--- src/rtl/mem_rr_arbiter_if.sv ---
// Bus bundle for mem_rr_arbiter: per-master request/response lanes, the shared slave port and status.
// The slave modport is the arbiter's view; the master modport is the surrounding masters/memory.
interface mem_rr_arbiter_if #(
    parameter int NR_PORTS        = 3,
    parameter int DATA_WIDTH      = 64,
    parameter int MAX_OUTSTANDING = 4
);
    localparam int IDW = $clog2(NR_PORTS);
    localparam int CW  = $clog2(MAX_OUTSTANDING + 1);
    localparam int BW  = DATA_WIDTH / 8;

    logic [NR_PORTS-1:0]                 data_req_i;
    logic [NR_PORTS-1:0][63:0]           address_i;
    logic [NR_PORTS-1:0][DATA_WIDTH-1:0] data_wdata_i;
    logic [NR_PORTS-1:0]                 data_we_i;
    logic [NR_PORTS-1:0][BW-1:0]         data_be_i;
    logic [NR_PORTS-1:0][1:0]            data_size_i;
    logic [NR_PORTS-1:0]                 data_gnt_o;
    logic [NR_PORTS-1:0]                 data_rvalid_o;
    logic [NR_PORTS-1:0][DATA_WIDTH-1:0] data_rdata_o;

    logic                  data_req_o;
    logic [63:0]           address_o;
    logic [DATA_WIDTH-1:0] data_wdata_o;
    logic                  data_we_o;
    logic [BW-1:0]         data_be_o;
    logic [1:0]            data_size_o;
    logic [IDW-1:0]        id_o;
    logic                  data_gnt_i;
    logic                  data_rvalid_i;
    logic [DATA_WIDTH-1:0] data_rdata_i;

    logic [CW-1:0]         outstanding_o;
    logic                  err_o;
    logic [31:0]           stall_cnt_o;

    modport slave (
        input  data_req_i, address_i, data_wdata_i, data_we_i, data_be_i, data_size_i,
        output data_gnt_o, data_rvalid_o, data_rdata_o,
        output data_req_o, address_o, data_wdata_o, data_we_o, data_be_o, data_size_o, id_o,
        input  data_gnt_i, data_rvalid_i, data_rdata_i,
        output outstanding_o, err_o, stall_cnt_o
    );

    modport master (
        output data_req_i, address_i, data_wdata_i, data_we_i, data_be_i, data_size_i,
        input  data_gnt_o, data_rvalid_o, data_rdata_o,
        input  data_req_o, address_o, data_wdata_o, data_we_o, data_be_o, data_size_o, id_o,
        output data_gnt_i, data_rvalid_i, data_rdata_i,
        input  outstanding_o, err_o, stall_cnt_o
    );
endinterface

--- src/rtl/mem_rr_arbiter.sv ---
// Round-robin arbiter sharing one in-order memory port among NR_PORTS masters, with an ID FIFO for response routing.
// Optional slave stall counter enabled by defining MEM_ARB_STALL_CNT_EN.
module mem_rr_arbiter #(
    parameter int NR_PORTS        = 3,
    parameter int DATA_WIDTH      = 64,
    parameter int MAX_OUTSTANDING = 4
) (
    input  logic            clk_i,
    input  logic            rst_ni,
    mem_rr_arbiter_if.slave bus
);
    localparam int IDW = $clog2(NR_PORTS);
    localparam int CW  = $clog2(MAX_OUTSTANDING + 1);
    localparam int PW  = (MAX_OUTSTANDING > 1) ? $clog2(MAX_OUTSTANDING) : 1;
    localparam logic [CW-1:0]  FULL_CNT  = CW'(MAX_OUTSTANDING);
    localparam logic [IDW-1:0] LAST_PORT = IDW'(NR_PORTS - 1);
    localparam logic [PW-1:0]  LAST_SLOT = PW'(MAX_OUTSTANDING - 1);

    logic [IDW-1:0] r_rr_ptr;
    logic           r_lock;
    logic [IDW-1:0] r_locked_id;
    logic [IDW-1:0] r_fifo [MAX_OUTSTANDING];
    logic [PW-1:0]  r_wr_ptr;
    logic [PW-1:0]  r_rd_ptr;
    logic [CW-1:0]  r_count;
    logic           r_err;

    logic [IDW-1:0] w_scan_sel;
    logic [IDW-1:0] w_sel;
    logic [IDW-1:0] w_head;
    logic           w_lock_ok;
    logic           w_lock_err;
    logic           w_fifo_full;
    logic           w_fifo_empty;
    logic           w_req;
    logic           w_accept;
    logic           w_pop;

    function automatic logic [IDW-1:0] wrap_add(input logic [IDW-1:0] base, input int k);
        int s;
        s = int'(32'(base)) + k;
        if (s >= NR_PORTS) begin
            s = s - NR_PORTS;
        end else begin
            s = s;
        end
        return IDW'(s);
    endfunction

    // Round-robin scan from r_rr_ptr; descending loop so the nearest requester wins.
    always_comb begin
        w_scan_sel = r_rr_ptr;
        for (int k = NR_PORTS - 1; k >= 0; k--) begin
            w_scan_sel = bus.data_req_i[wrap_add(r_rr_ptr, k)] ? wrap_add(r_rr_ptr, k) : w_scan_sel;
        end
    end

    // A held lock pins the selection; a locked master that drops req falls back to the scan.
    assign w_lock_ok    = r_lock && bus.data_req_i[r_locked_id];
    assign w_lock_err   = r_lock && !bus.data_req_i[r_locked_id];
    assign w_sel        = w_lock_ok ? r_locked_id : w_scan_sel;
    assign w_fifo_full  = (r_count == FULL_CNT);
    assign w_fifo_empty = (r_count == {CW{1'b0}});
    assign w_req        = rst_ni && (|bus.data_req_i) && !w_fifo_full;
    assign w_accept     = w_req && bus.data_gnt_i;
    assign w_pop        = bus.data_rvalid_i && !w_fifo_empty;
    assign w_head       = r_fifo[r_rd_ptr];

    // Slave-side payload mux and master grant.
    always_comb begin
        bus.data_req_o   = 1'b0;
        bus.address_o    = 64'd0;
        bus.data_wdata_o = '0;
        bus.data_we_o    = 1'b0;
        bus.data_be_o    = '0;
        bus.data_size_o  = 2'd0;
        bus.id_o         = '0;
        bus.data_gnt_o   = '0;
        if (w_req) begin
            bus.data_req_o        = 1'b1;
            bus.address_o         = bus.address_i[w_sel];
            bus.data_wdata_o      = bus.data_wdata_i[w_sel];
            bus.data_we_o         = bus.data_we_i[w_sel];
            bus.data_be_o         = bus.data_be_i[w_sel];
            bus.data_size_o       = bus.data_size_i[w_sel];
            bus.id_o              = w_sel;
            bus.data_gnt_o[w_sel] = bus.data_gnt_i;
        end else begin
            bus.data_req_o = 1'b0;
        end
    end

    // Route the in-order response to the master at the FIFO head.
    always_comb begin
        bus.data_rvalid_o = '0;
        bus.data_rdata_o  = '0;
        if (w_pop) begin
            bus.data_rvalid_o[w_head] = 1'b1;
            bus.data_rdata_o[w_head]  = bus.data_rdata_i;
        end else begin
            bus.data_rvalid_o = '0;
        end
    end

    // Round-robin pointer and lock tracking; a stalled request locks, anything else unlocks.
    always_ff @(posedge clk_i or negedge rst_ni) begin
        if (!rst_ni) begin
            r_rr_ptr    <= '0;
            r_lock      <= 1'b0;
            r_locked_id <= '0;
        end else begin
            if (w_accept) begin
                r_rr_ptr <= (w_sel == LAST_PORT) ? {IDW{1'b0}} : w_sel + IDW'(1);
            end else begin
                r_rr_ptr <= r_rr_ptr;
            end
            if (w_req && !bus.data_gnt_i) begin
                r_lock      <= 1'b1;
                r_locked_id <= w_sel;
            end else begin
                r_lock      <= 1'b0;
                r_locked_id <= r_locked_id;
            end
        end
    end

    // ID FIFO; full blocks requests even on a same-cycle pop.
    always_ff @(posedge clk_i or negedge rst_ni) begin
        if (!rst_ni) begin
            for (int i = 0; i < MAX_OUTSTANDING; i++) begin
                r_fifo[i] <= '0;
            end
            r_wr_ptr <= '0;
            r_rd_ptr <= '0;
            r_count  <= '0;
        end else begin
            if (w_accept) begin
                r_fifo[r_wr_ptr] <= w_sel;
                r_wr_ptr         <= (r_wr_ptr == LAST_SLOT) ? {PW{1'b0}} : r_wr_ptr + PW'(1);
            end else begin
                r_wr_ptr <= r_wr_ptr;
            end
            if (w_pop) begin
                r_rd_ptr <= (r_rd_ptr == LAST_SLOT) ? {PW{1'b0}} : r_rd_ptr + PW'(1);
            end else begin
                r_rd_ptr <= r_rd_ptr;
            end
            case ({w_accept, w_pop})
                2'b10:   r_count <= r_count + CW'(1);
                2'b01:   r_count <= r_count - CW'(1);
                default: r_count <= r_count;
            endcase
        end
    end

    // Sticky protocol error: orphan response or locked master withdrawing.
    always_ff @(posedge clk_i or negedge rst_ni) begin
        if (!rst_ni) begin
            r_err <= 1'b0;
        end else if (w_lock_err || (bus.data_rvalid_i && w_fifo_empty)) begin
            r_err <= 1'b1;
        end else begin
            r_err <= r_err;
        end
    end

    assign bus.outstanding_o = r_count;
    assign bus.err_o         = r_err;

`ifdef MEM_ARB_STALL_CNT_EN
    logic [31:0] r_stall_cnt;

    // Saturating count of cycles the slave holds off a pending request.
    always_ff @(posedge clk_i or negedge rst_ni) begin
        if (!rst_ni) begin
            r_stall_cnt <= 32'd0;
        end else if (w_req && !bus.data_gnt_i && (r_stall_cnt != 32'hFFFF_FFFF)) begin
            r_stall_cnt <= r_stall_cnt + 32'd1;
        end else begin
            r_stall_cnt <= r_stall_cnt;
        end
    end

    assign bus.stall_cnt_o = r_stall_cnt;
`else
    assign bus.stall_cnt_o = 32'd0;
`endif

endmodule

--- src/flat_wrapper.sv ---
// flat-port wrapper written by rule: the top's interface ports become plain ports
module mem_rr_arbiter_flat 
#(
    parameter int NR_PORTS        = 3,
    parameter int DATA_WIDTH      = 64,
    parameter int MAX_OUTSTANDING = 4
)
  (clk_i, rst_ni, bus_data_req_i, bus_address_i, bus_data_wdata_i, bus_data_we_i, bus_data_be_i, bus_data_size_i, bus_data_gnt_o, bus_data_rvalid_o, bus_data_rdata_o, bus_data_req_o, bus_address_o, bus_data_wdata_o, bus_data_we_o, bus_data_be_o, bus_data_size_o, bus_id_o, bus_data_gnt_i, bus_data_rvalid_i, bus_data_rdata_i, bus_outstanding_o, bus_err_o, bus_stall_cnt_o);
  mem_rr_arbiter_if #(.NR_PORTS(NR_PORTS), .DATA_WIDTH(DATA_WIDTH), .MAX_OUTSTANDING(MAX_OUTSTANDING)) bus_i ();
  input  logic clk_i;
  input  logic rst_ni;
  input wire logic [$bits(bus_i.data_req_i)-1:0] bus_data_req_i;
  input wire logic [$bits(bus_i.address_i)-1:0] bus_address_i;
  input wire logic [$bits(bus_i.data_wdata_i)-1:0] bus_data_wdata_i;
  input wire logic [$bits(bus_i.data_we_i)-1:0] bus_data_we_i;
  input wire logic [$bits(bus_i.data_be_i)-1:0] bus_data_be_i;
  input wire logic [$bits(bus_i.data_size_i)-1:0] bus_data_size_i;
  output wire logic [$bits(bus_i.data_gnt_o)-1:0] bus_data_gnt_o;
  output wire logic [$bits(bus_i.data_rvalid_o)-1:0] bus_data_rvalid_o;
  output wire logic [$bits(bus_i.data_rdata_o)-1:0] bus_data_rdata_o;
  output wire logic [$bits(bus_i.data_req_o)-1:0] bus_data_req_o;
  output wire logic [$bits(bus_i.address_o)-1:0] bus_address_o;
  output wire logic [$bits(bus_i.data_wdata_o)-1:0] bus_data_wdata_o;
  output wire logic [$bits(bus_i.data_we_o)-1:0] bus_data_we_o;
  output wire logic [$bits(bus_i.data_be_o)-1:0] bus_data_be_o;
  output wire logic [$bits(bus_i.data_size_o)-1:0] bus_data_size_o;
  output wire logic [$bits(bus_i.id_o)-1:0] bus_id_o;
  input wire logic [$bits(bus_i.data_gnt_i)-1:0] bus_data_gnt_i;
  input wire logic [$bits(bus_i.data_rvalid_i)-1:0] bus_data_rvalid_i;
  input wire logic [$bits(bus_i.data_rdata_i)-1:0] bus_data_rdata_i;
  output wire logic [$bits(bus_i.outstanding_o)-1:0] bus_outstanding_o;
  output wire logic [$bits(bus_i.err_o)-1:0] bus_err_o;
  output wire logic [$bits(bus_i.stall_cnt_o)-1:0] bus_stall_cnt_o;
  assign bus_i.data_req_i = bus_data_req_i;
  assign bus_i.address_i = bus_address_i;
  assign bus_i.data_wdata_i = bus_data_wdata_i;
  assign bus_i.data_we_i = bus_data_we_i;
  assign bus_i.data_be_i = bus_data_be_i;
  assign bus_i.data_size_i = bus_data_size_i;
  assign bus_data_gnt_o = bus_i.data_gnt_o;
  assign bus_data_rvalid_o = bus_i.data_rvalid_o;
  assign bus_data_rdata_o = bus_i.data_rdata_o;
  assign bus_data_req_o = bus_i.data_req_o;
  assign bus_address_o = bus_i.address_o;
  assign bus_data_wdata_o = bus_i.data_wdata_o;
  assign bus_data_we_o = bus_i.data_we_o;
  assign bus_data_be_o = bus_i.data_be_o;
  assign bus_data_size_o = bus_i.data_size_o;
  assign bus_id_o = bus_i.id_o;
  assign bus_i.data_gnt_i = bus_data_gnt_i;
  assign bus_i.data_rvalid_i = bus_data_rvalid_i;
  assign bus_i.data_rdata_i = bus_data_rdata_i;
  assign bus_outstanding_o = bus_i.outstanding_o;
  assign bus_err_o = bus_i.err_o;
  assign bus_stall_cnt_o = bus_i.stall_cnt_o;
  mem_rr_arbiter #(.NR_PORTS(NR_PORTS), .DATA_WIDTH(DATA_WIDTH), .MAX_OUTSTANDING(MAX_OUTSTANDING)) u_core (.clk_i(clk_i), .rst_ni(rst_ni), .bus(bus_i));
endmodule
--- config.mk ---
export PLATFORM = sky130hd
export DESIGN_NAME = mem_rr_arbiter_flat
export DESIGN_NICKNAME = d
export VERILOG_FILES = /design/src/rtl/mem_rr_arbiter_if.sv /design/src/rtl/mem_rr_arbiter.sv /design/src/flat_wrapper.sv
export SDC_FILE = /design/constraint.sdc
export NUM_CORES = 1
export LEC_CHECK = 0
export CORE_AREA = 2 2 340 342
export DETAILED_ROUTE_END_ITERATION = 8
export DIE_AREA = 0 0 342 344
export GPL_TIMING_DRIVEN = 1
export PLACE_DENSITY = 0.3
export SLEW_MARGIN = 20
export SYNTH_ARGS = -nofsm -noshare
export SYNTH_HDL_FRONTEND = slang
export SYNTH_SLANG_ARGS = --single-unit
--- constraint.sdc ---
create_clock -name clk_i -period 5.1 [get_ports clk_i]
set_clock_uncertainty 0.1 [all_clocks]
set_input_delay 0.51 -clock clk_i [delete_from_list [all_inputs] [get_ports clk_i]]
set_output_delay 0.51 -clock clk_i [all_outputs]
set_load 0.005 [all_outputs]
==> flow_summary.toml <==
[clock_tree]
numCtsBuffers = 3
cts_sinks = 21
clkTransAtPathRegs_ps = 60
ctsResizeCount = 0
cts_tree = "done"
hold_buffers = 0
root_buffer = "clkbuf_16"
htree_levels = 1
post_cts_buffers = 0
clk_latency_ps = 260
clock_path_buffers = 2

[die]
die_w_um = 342
die_h_um = 344
start_util_pct = 6.41
io_pins = 864
fp.dieArea_mm2 = 0.118
core-area_mm2 = 0.114
row_count = 124

[setup_path]
crit_type = "reg2out"
cp_cell_sequence = "inv_1 > ha_1 > inv_1 > mux2_4 > a221oi_4 > o21a_4 > nand2_8 > buf_4 > a221oi_2 > clkdlybuf4s50_1"
critical_path_buf_inv_count = 4
crit_required_ps = 4490
cpMostUsedCell = "inv_1"
end_kind = "output pin"
crit_family = "buffers and inverters"
cp_max_fo = 29
cp-start-kind = "flip-flop"
crit_slowest_cell = "clkdlybuf4s50_1"
worst-endpoint-arrival_ps = 4160
max_stage_delay_ps = 680

[power_and_ir_drop]
swShare_pct = 52.2
peakVddDrop_mv = 0.515
pwr-share-seq_pct = 3.1
power.share.clock_pct = 1.7
p_switching_mw = 5.37
pwr-share-comb_pct = 95.2
p_leak_nw = 5.60
internal_power_mw = 4.92
powerDensity_mw_per_mm2 = 591
power_mw = 10.3

[synthesis]
synth_top_flop_cell = "dfrtp_1"
post-synth-top-area-fraction_pct = 26.7
ys_types = 51
yosys_warnings = 0
synth_edf_count = 0
ys_seq_area_share_pct = 7.20
netlist_top_cells_area = "a221oi_2 (27%), and2_1 (16%), nor3_1 (9.9%)"
yosysTopAreaCell = "a221oi_2"
synthArstFlopShare_pct = 100
synth_most_common_cell = "and2_1"
netlist_area_mm2 = 0.00730
syn_area_per_cell_um2 = 6.96
synthTopCellsByCount = "and2_1 (192), nand2_1 (159), nor2_1 (150), nor3_1 (145), a221oi_2 (130)"
syn_inst = 1049
ys_seq_elements = 21

[timing]
fin_crit_ps = 4770
finalHoldViolCount = 0
slew_headroom_pct = 55.5
tightest_slew_ps = 668
fin_crit_sh_pct = 93.5
rsz0062_at_grt = "no"
setup_viol = 0
tns_ps = 0
slew_violations = 0
fmax_mhz = 210

[drt]
routed_wl_mm = 69.6
drc = 0
vias = 10846
drt_first_iter_violations = 537
drt_pass1_iterations = 5
wire_per_inst_um = 20.9
antenna_left = 0
viasPerCell = 3.26

[place]
numPortBuffers = 831
post-dp-hpwl_mm = 59.7
place_congestion = 0.927
post-place-cells = 3317

[final_layout]
nNetsFinal = 2308
instances_no_fill = 3326
area_delta_synth_final_pct = 138
layout-drive-gt1-share_pct = 11.1

[min_path]
min_path_type = "reg2reg"

[grt]
grt_pass1_wl_mm = 91.3
grt_pass1_vias = 11021
track_usage_pct = 10.9
grt_overflow = 0
grt_max_degree = 69
antenna_found_initial = 18

[flow_run]
cap_violations = 0

[status]
status = "complete, no violations"
power by group through the flow:
stage | registers (mW) | clock network, mW | logic (mW)
2_1_floorplan | 0.295 | 0 | 4.87
3_3_place_gp | 0.322 | 0 | 10.0
3_5_place_dp | 0.325 | 0 | 10.1
4_1_cts | 0.324 | 0.181 | 10.1
5_1_grt | 0.337 | 0.190 | 10.6
6_report | 0.322 | 0.174 | 9.79
cell type report:
class	instances	area [µm²]
multi-input combinational	897	6020
sequential	21	526
fill	13073	96500
timing repair buffer	875	8820
antenna	5	12.5
clock inverter	1	7.51
inverter	12	45.0
tap	1512	1890
clock buffer	3	75.1
cells in the final DEF, fill, tap and decap left out, types with 2 or more instances in the layout:
cell type | netlist | routed
diode_2 | 0 | 5
nor3b_2 | 0 | 2
a31oi_1 | 2 | 2
mux2i_1 | 4 | 4
a221oi_1 | 10 | 10
clkbuf_16 | 0 | 3
nand2b_1 | 2 | 2
a21o_1 | 2 | 2
a21oi_1 | 2 | 2
clkdlybuf4s50_1 | 0 | 825
nand3_1 | 5 | 5
a221oi_2 | 130 | 130
buf_12 | 0 | 15
and2_1 | 192 | 192
ha_1 | 9 | 9
nor2_1 | 150 | 150
inv_1 | 11 | 11
xor2_1 | 2 | 2
o311ai_1 | 3 | 2
nand3b_1 | 2 | 2
dfrtp_1 | 21 | 21
nand2_1 | 159 | 159
nor3_1 | 145 | 144
o21ai_0 | 13 | 13
mux4_2 | 2 | 2
buf_4 | 49 | 35
a211oi_1 | 2 | 2
conb_1 | 1 | 32
o21ai_1 | 4 | 3
mux2_2 | 2 | 2
final timing paths:
kind / from / end / slack [ps] / cells past startpoint
min in group asynchronous: rst_ni / u_core.bus.outstanding_o[0] / 540 / 2
worst max-delay path: u_core.r_rr_ptr[0] / bus_data_wdata_o[22] / 330 / 10
worst min register to register: u_core.r_fifo[0] / u_core.r_fifo[0] / 380 / 2
worst max register to register: u_core.r_rr_ptr[0] / u_core.r_rr_ptr[1] / 2000 / 7
worst min-delay path: u_core.r_fifo[0] / u_core.r_fifo[0] / 380 / 2
max in group asynchronous: rst_ni / u_core.r_fifo[5] / 4130 / 2
worst reg2reg max path, cell delays in order (launching register included):
cell     delay [ps]
dfrtp_1         490
inv_1           130
ha_1            400
mux2i_4         350
mux2_1          390
o41ai_2         410
nand2_1         420
o31ai_1         310
logic make-up after synthesis:
| logic type | share of synthesized area [%] |
|---|---|
| buffers and inverters | 12.9 |
| muxes | 2.14 |
| xor gates and xnor gates | 0.360 |
| AOI/OAI and AO/OA | 31.4 |
| and+or+nand+nor | 44.1 |
| other | 0.0513 |
| DFF | 7.20 |
| adders and majority gates | 1.82 |
through the flow:
stage          util, %  setup slack [ps]  hold slack, ps  instance area (µm²)
2_1_floorplan        -              2200             114                 7420
3_3_place_gp      15.2               470             364                17300
3_5_place_dp      15.2               475             370                17300
4_1_cts           15.3               364             386                17400
5_1_grt           15.3               177             414                17400
6_report          15.3               331             378                17400
routing by layer:
layer / track usage [%] / wire (µm)
met5: 0 / 157
met3: 3.44 / 5490
met4: 0.493 / 178
met1: 13.6 / 29000
met2: 19.0 / 34700
state kept, by name, summed over array words and instances (netlist names):
signal and cells:
u_core.bus.err_o 1, u_core.r_lock 1, u_core.bus.outstanding_o 3, u_core.r_rd_ptr 2
u_core.r_rr_ptr 2, u_core.r_locked_id 2, u_core.r_wr_ptr 2, u_core.r_fifo 8
Note: power is estimated with default switching activity, not from simulation.
